<file path="config.mk">
export PLATFORM = sky130hd
export DESIGN_NAME = regfile_sb
export DESIGN_NICKNAME = d
export VERILOG_FILES = /design/src/rtl/regfile_pkg.sv /design/src/rtl/regfile_scoreboard.sv /design/src/rtl/regfile_sb.sv
export SDC_FILE = /design/constraint.sdc
export NUM_CORES = 2
export LEC_CHECK = 0
export BUFFER_PORTS_ARGS = -buffer_cell sky130_fd_sc_hd__buf_4
export CORE_ASPECT_RATIO = 0.8
export CORE_UTILIZATION = 46
export CTS_CLUSTER_DIAMETER = 50
export DETAILED_ROUTE_END_ITERATION = 7
export REMOVE_ABC_BUFFERS = 1
export SYNTH_ARGS = -nofsm -noshare
export SYNTH_HDL_FRONTEND = slang
export SYNTH_SLANG_ARGS = --single-unit
export TNS_END_PERCENT = 10
</file>
<file path="constraint.sdc">
create_clock -name clk -period 84.1 [get_ports clk]
set_input_delay 8.41 -clock clk [delete_from_list [all_inputs] [get_ports clk]]
set_output_delay 8.41 -clock clk [all_outputs]
set_load 0.02 [all_outputs]
</file>
<file path="src/rtl/regfile_pkg.sv">
// regfile_pkg: shared constants and helpers for the parametrised register file.
//   XLEN_DEF / NREGS_DEF / NRD_DEF : default data width, register count, read ports
//   X0                             : RV32I index of the hard-wired zero register
//   clog2()                        : ceiling log2, used to size register addresses
package regfile_pkg;

    localparam int XLEN_DEF  = 32;
    localparam int NREGS_DEF = 32;
    localparam int NRD_DEF   = 2;

    localparam int X0 = 0;

    // Constant function: usable in parameter and port declarations.
    function automatic int clog2(input int value);
        int result;
        int v;
        result = 0;
        v      = value - 1;
        while (v > 0) begin
            result = result + 1;
            v      = v >> 1;
        end
        return result;
    endfunction

endpackage

</file>
<file path="src/rtl/regfile_scoreboard.sv">
// regfile_scoreboard: one pending-write bit per architectural register.
//   clk, rst   : rising-edge clock, asynchronous active-high reset (clears all bits)
//   flush      : clear every pending bit; overrides set and clear this cycle
//   sb_set     : mark sb_addr pending (new writer issued by decode)
//   sb_addr    : destination register of the issuing instruction
//   we, waddr  : writeback completes, clear the pending bit of waddr
//   pend       : full pending vector, used by the parent for rbusy
//   any_busy   : OR of all pending bits (registered state only)
module regfile_scoreboard
    import regfile_pkg::*;
#(
    parameter int NREGS    = NREGS_DEF,
    parameter int AW       = clog2(NREGS),
    parameter int ZERO_REG = 1
) (
    input  logic             clk,
    input  logic             rst,
    input  logic             flush,
    input  logic             sb_set,
    input  logic [AW-1:0]    sb_addr,
    input  logic             we,
    input  logic [AW-1:0]    waddr,
    output logic [NREGS-1:0] pend,
    output logic             any_busy
);

    logic [NREGS-1:0] pend_q;
    logic [NREGS-1:0] pend_d;

    // Register 0 can never become pending when it is the hard-wired zero.
    logic set_ok;
    assign set_ok = sb_set && !((ZERO_REG != 0) && (sb_addr == AW'(X0)));

    always_comb begin
        // NOTE: every combinationally assigned signal gets a default first so
        // no path through the block leaves it unassigned (no latch).
        pend_d = pend_q;
        if (flush) begin
            pend_d = '0;
        end else begin
            if (we) begin
                pend_d[waddr] = 1'b0;
            end
            // Applied after the clear: a same-address issue wins because the
            // newly issued instruction is now the outstanding writer.
            if (set_ok) begin
                pend_d[sb_addr] = 1'b1;
            end
        end
    end

    always_ff @(posedge clk or posedge rst) begin
        // NOTE: sequential state uses non-blocking assignments so every flop
        // samples its inputs from before the edge.
        if (rst) begin
            pend_q <= '0;
        end else begin
            pend_q <= pend_d;
        end
    end

    assign pend     = pend_q;
    assign any_busy = |pend_q;

endmodule

</file>
<file path="src/rtl/regfile_sb.sv">
// regfile_sb: parametrised integer register file with write-to-read bypass and
// a pending-write scoreboard for RAW / load-use hazard detection in decode.
//   clk, rst  : rising-edge clock, asynchronous active-high reset
//   we        : writeback write enable
//   waddr     : writeback register index
//   wdata     : writeback data
//   raddr     : NRD packed read addresses, port k at [k*AW +: AW]
//   rdata     : NRD packed read data, port k at [k*XLEN +: XLEN] (combinational)
//   rbusy     : per read port, addressed register has a pending write
//   sb_set    : decode issue, mark sb_addr pending
//   sb_addr   : destination register of the issuing instruction
//   flush     : clear all pending bits
//   any_busy  : at least one register has a pending write
module regfile_sb
    import regfile_pkg::*;
#(
    parameter  int XLEN     = XLEN_DEF,
    parameter  int NREGS    = NREGS_DEF,
    parameter  int NRD      = NRD_DEF,
    parameter  int BYPASS   = 1,
    parameter  int ZERO_REG = 1,
    localparam int AW       = clog2(NREGS)
) (
    input  logic              clk,
    input  logic              rst,
    input  logic              we,
    input  logic [AW-1:0]     waddr,
    input  logic [XLEN-1:0]   wdata,
    input  logic [NRD*AW-1:0] raddr,
    output logic [NRD*XLEN-1:0] rdata,
    output logic [NRD-1:0]    rbusy,
    input  logic              sb_set,
    input  logic [AW-1:0]     sb_addr,
    input  logic              flush,
    output logic              any_busy
);

    logic [XLEN-1:0]  regs_q [NREGS];
    logic [XLEN-1:0]  regs_d [NREGS];
    logic [NREGS-1:0] pend;
    logic [AW-1:0]    ra [NRD];

    // ------------------------------------------------------------------
    // Scoreboard
    // ------------------------------------------------------------------
    regfile_scoreboard #(
        .NREGS    (NREGS),
        .AW       (AW),
        .ZERO_REG (ZERO_REG)
    ) u_scoreboard (
        .clk      (clk),
        .rst      (rst),
        .flush    (flush),
        .sb_set   (sb_set),
        .sb_addr  (sb_addr),
        .we       (we),
        .waddr    (waddr),
        .pend     (pend),
        .any_busy (any_busy)
    );

    // ------------------------------------------------------------------
    // Storage
    // ------------------------------------------------------------------
    logic write_ok;
    assign write_ok = we && !((ZERO_REG != 0) && (waddr == AW'(X0)));

    always_comb begin
        regs_d = regs_q;
        if (write_ok) begin
            regs_d[waddr] = wdata;
        end
    end

    always_ff @(posedge clk or posedge rst) begin
        if (rst) begin
            // NOTE: the array is deliberately reset: every register must read
            // zero while rst is high, so this stays flops rather than an SRAM.
            for (int i = 0; i < NREGS; i++) begin
                regs_q[i] <= '0;
            end
        end else begin
            regs_q <= regs_d;
        end
    end

    // ------------------------------------------------------------------
    // Read ports with bypass and busy gating
    // ------------------------------------------------------------------
    for (genvar k = 0; k < NRD; k++) begin : g_ra
        assign ra[k] = raddr[k*AW +: AW];
    end

    always_comb begin
        rdata = '0;
        rbusy = '0;
        for (int k = 0; k < NRD; k++) begin
            // Reset gating also suppresses the bypass path, which would
            // otherwise forward wdata while the array is held at zero.
            if (rst) begin
                rdata[k*XLEN +: XLEN] = '0;
                rbusy[k]              = 1'b0;
            end else if ((ZERO_REG != 0) && (ra[k] == AW'(X0))) begin
                rdata[k*XLEN +: XLEN] = '0;
                rbusy[k]              = 1'b0;
            end else if ((BYPASS != 0) && we && (waddr == ra[k])) begin
                // Value arrives this cycle, so the consumer need not stall.
                rdata[k*XLEN +: XLEN] = wdata;
                rbusy[k]              = 1'b0;
            end else begin
                rdata[k*XLEN +: XLEN] = regs_q[ra[k]];
                rbusy[k]              = pend[ra[k]];
            end
        end
    end

endmodule

</file>
**Word level (Yosys, flattened, before mapping)**

Index checks and enable logic that the tools add are counted.

- Input port bits: 57
- Memories kept: 0
- Memory bits (writable): 0
- Latch bits: 0
- Bits in read-only memories: 0
- Word-level logic and storage cells: 98
- Register bits after elaboration: 1056

- Div/mod/pow operators: 0
- Equal/unequal tests: 2
- Bitwise logic cells: 6
- Add/subtract/negate cells: 0
- $lt $le $gt $ge: 10
- Multiply operators: 0
- Shift-type cells: 0
- Reduce and logical (&&, ||, !) cells: 14
- Muxes and demuxes: 33

Operators with widths:

| kind | count |
|---|---|
| $bwmux W1024 | 1 |
| $mux W32 | 15 |
| $bmux W32 S5 | 2 |
| $demux W32 S5 | 1 |
| $and A32 B32 Y32 | 1 |
| $not A32 Y32 | 1 |
| $or A32 B32 Y32 | 1 |
| $reduce_or A32 Y1 | 1 |
| $lt A5 B6 Y1 const B | 4 |
| $logic_not A5 Y1 | 4 |
| $ge A6 B6 Y1 const B | 3 |
| $not A5 Y6 | 3 |
| $bmux W1 S5 | 2 |
| $demux W1 S5 | 2 |
| $eq A5 B5 Y1 | 2 |
| $ge A5 B1 Y1 const B | 2 |
| $mux W1 | 10 |
| $logic_and A1 B1 Y1 | 7 |
| $lt A6 B1 Y1 const B | 1 |
| $logic_not A1 Y1 | 2 |

**Longest topological paths before layout**

- Depth after elaboration: 11
- Gate-level depth with buffers: 9
- Mapped depth without buffers: 5

**Modules after synthesis**

From an unflattened synthesis, not the netlist that was laid out.

- Cells, all modules: 4136
- Area, all modules: 57551.4 um^2

By module, submodules not included:

| module | seq. area each (um^2) | area an instance (um^2) | cells an instance | instances |
|---|---|---|---|---|
| regfile_sb | 25624.6 | 55938.6 | 3967 | 1 |
| regfile_scoreboard | 800.8 | 1612.8 | 169 | 1 |

**Worst setup path after synthesis**

OpenSTA, ideal clock, no wires.

- Path kind: input -> output
- Start point: input rst
- End point: output rdata[61]
- Slack: 39.211 ns
- Buffers on the path: 1
- Required time: 75.690 ns
- Arrival time: 36.479 ns
- Stages on the path: 6
- Path through: inv_1 > o311ai_1 > clkbuf_1 > o22ai_1 > a311oi_1 > a21oi_1

- Word-level cells in the longest chain between the ends: 1

RTL lines:

| item | line | RTL |
|---|---|---|
| from (decl) | regfile_sb.sv:25 | `input logic rst,` |
| $mux W32 | regfile_sb.sv:100 | `if (rst) begin` |
| to (decl) | regfile_sb.sv:30 | `output logic [NRD*XLEN-1:0] rdata,` |

Every way passes these cells.

**Final worst setup path**

- Start point: input raddr[0]
- End point: output rdata[23]

- Word-level cells in the longest chain between the ends: 7
- Elaborated cells between the ends (all ways): 10

RTL lines:

| item | line | RTL |
|---|---|---|
| from (decl) | regfile_sb.sv:29 | `input logic [NRD*AW-1:0] raddr,` |
| $not A5 Y6 (not written as such) | regfile_sb.sv:111 | `rdata[k*XLEN +: XLEN] = regs_q[ra[k]];` |
| $bmux W32 S5 | regfile_sb.sv:111 |  |
| $mux W32 (not written as such) (2 in a row) | regfile_sb.sv:111 |  |
| $mux W32 | regfile_sb.sv:106 | `end else if ((BYPASS != 0) && we && (waddr == ra[k])) begin` |
| $mux W32 * | regfile_sb.sv:103 | `end else if ((ZERO_REG != 0) && (ra[k] == AW'(X0))) begin` |
| $mux W32 * | regfile_sb.sv:100 |  |

Mark *: on every way between the ends. The rest lies on a longest branch, timed or not. The select of a mux whose other input is x is not followed.

==> out/qor.yml <==
outcome:
  status: "finished clean"
clock_tree:
  clock_latency_ps: 750
  clockBufferDepth: 3
  ctsHoldBuffers: 0
  path_clk_slew_ps: 60
  cts_resized: 0
  cts_made_buffers: 120
  cts_tree: "built"
  htreeDepth: 3
  clock-sinks: 1056
  post_cts_buffers: 0
  root_buffer: "clkbuf_16"
route:
  first_pass_iters: 6
  drc_errors: 0
  via_per_inst: 6.70
  ant_nets: 0
  wl_per_cell_um: 33.1
  vias: 38200
  drt_iter0_drc: 3850
  routed_wirelength_mm: 189
grt:
  grt_pass1_vias: 38100
  antenna_found_initial: 4
  grt_pass1_wl_mm: 279
  grt_max_degree: 167
  grt_overflow: 0
  track_usage: 0.300
timing:
  hold_viol: 0
  holdWs_ps: 395
  min_period_over_period: 0.253
  setup_viol: 0
  timing.fmax_mhz: 47.0
  post-route-min-period_ps: 21260
  tightest_slew_ps: 1210
  slew_headroom: 0.194
  rsz0062_at_grt: "false"
  maxSlewViolCount: 0
  finClkSkew_ps: 0
  tns_ps: 0
floorplan:
  core-area_um2: 123000
  ios: 124
  start_util: 0.466
  die_w_um: 397
  dieHeight_um: 318
  die_area_um2: 126000
  std_cell_rows: 115
logic_synthesis:
  ys_ff_latch: 1056
  ys_warn_count: 0
  synth-edff-count: 0
  synth.most_common_cell: "dfrtp_1"
  synth.largest_area_cell: "dfrtp_1"
  synth_top_area_frac: 0.459
  avgSynthCellArea_um2: 14.0
  synthFlopType: "dfrtp_1"
  ys_types: 63
  synthCells: 4099
  synthArstFlopShare: 1.00
  synth-seq-area-share: 0.459
  synth_commonest_cells: "dfrtp_1 (1056), mux2_2 (983), mux2i_1 (380)"
  syn_area_um2: 57500
  ys_top_cells_by_area: "dfrtp_1 (46%), mux2_2 (19%), mux4_2 (14%)"
worst_hold_path:
  hp-start: "regs_q[1008]$_DFFE_PP0P_"
  min_path_type: "reg2reg"
worst_setup_path:
  rrSetupSlack_ps: 83230
  criticalPathCategory: "in2out"
  r2r_start: "u_scoreboard.pend[9]$_DFF_PP0_"
  cp-end-kind: "output pin"
  crit_end: "rdata[23]"
  rr_endpoint: "u_scoreboard.pend[9]$_DFF_PP0_"
  crit_required_ps: 75690
  crit_arrival_ps: 12850
  critPathMaxFanout: 83
  rr_worst_depth: 2
  crit_path_start: "raddr[0]"
  critPathLaunchType: "input port"
power_and_ir_drop:
  irDropWorstVdd_uv: 19.0
  p_per_area_nw_per_um2: 23.8
  p_leak_nw: 27.7
place:
  hpwl_mm: 99.6
  place_congestion: 0.798
  portBuffers: 123
flow_run:
  cap_violations: 0
layout:
  fillers: 10500
  register_area_um2: 26400
  drive_above_1_share: 0.449
  syn_to_final_growth_pct: 10.3
  layout.nets: 4025
  multi_input_area_um2: 29200
==> power breakdown <==
part,internal (mW),leakage (nW),total (mW),switching [mW]
clock network,0.318,2.01,0.544,0.226
logic,0.166,12.1,0.290,0.124
registers,0.602,13.6,0.673,0.0707
==> layout make-up <==
cell class	instances	area share
Inverter	5	0.000474
Antenna cell	1	0.0000395
Multi-Input combinational cell	2577	0.460
Clock buffer	170	0.0552
Sequential cell	1056	0.417
Clock inverter	54	0.00947
Timing Repair Buffer	208	0.0256
Tap cell	1638	0.0323
==> how the worst min path moves through the flow <==
| stage | end | slack, ps | cells past startpoint |
|---|---|---|---|
| finish | regs_q[1008]$_DFFE_PP0P_ | 400 | 0 |
| floorplan | regs_q[1000]$_DFFE_PP0P_ | 370 | 0 |
| global placement | regs_q[992]$_DFFE_PP0P_ | 380 | 0 |
| global route | regs_q[1008]$_DFFE_PP0P_ | 400 | 0 |
| CTS | regs_q[1008]$_DFFE_PP0P_ | 400 | 0 |
| detailed placement | regs_q[1008]$_DFFE_PP0P_ | 380 | 0 |
==> per-layer routing <==
metal | vias up | share of wire | routed length [um] | global-route usage
met4 | 0 | 0.032 | 6060 | 0.0897
met5 | - | 0 | 0 | 0
li1 | 15700 | - | - | -
met1 | 20600 | 0.44 | 84000 | 0.440
met3 | 327 | 0.079 | 15000 | 0.0680
met2 | 1649 | 0.44 | 84100 | 0.444
==> logic make-up after synthesis <==
| logic type | Yosys count | synth area share |
|---|---|---|
| mux | 1745 | 0.405 |
| flops | 1056 | 0.459 |
| compound gates | 564 | 0.0723 |
| buf+inv | 466 | 0.0386 |
| simple gates | 258 | 0.0230 |
| xor+xnor | 10 | 0.00152 |
==> registers in the layout (all words and copies together) (netlist names) <==
signal	flops
u_scoreboard.pend	32
regs_q	1024
==> metrics by stage <==
stage / setup WS [ps] / utilization / total power, mW / cells / instance area (um2)
CTS: 62770 / 0.514 / 1.51 / 5708 / 63400
global placement: 62830 / 0.480 / 0.960 / 5484 / 59300
detailed placement: 62760 / 0.480 / 0.968 / 5484 / 59300
floorplan: 33180 / - / 0.869 / 3638 / 55300
finish: 62840 / 0.514 / 1.51 / 5709 / 63400
global route: 62560 / 0.514 / 1.57 / 5709 / 63400
==> cells in the final DEF, fill, tap and decap left out, types with 34 or more instances in the layout <==
cell type  Yosys  layout
o22ai_1       34      34
a221oi_1      51      51
mux4_2       366     366
a22oi_1       56      56
o21ai_0       89      89
a221o_1       53      53
buf_4         38     201
mux2i_1      380     380
nand2_1       66      51
clkbuf_16      0     122
mux2_2       983     983
a21oi_1       73      73
dfrtp_1     1056    1056
==> critical path: stages <==
cell and delay [ps]:
buf_8 590, buf_4 750, buf_12 540, buf_4 730, mux4_2 580, mux4_2 470, a221o_1 390, buf_4 180
Power figures use the tool's default switching activity.
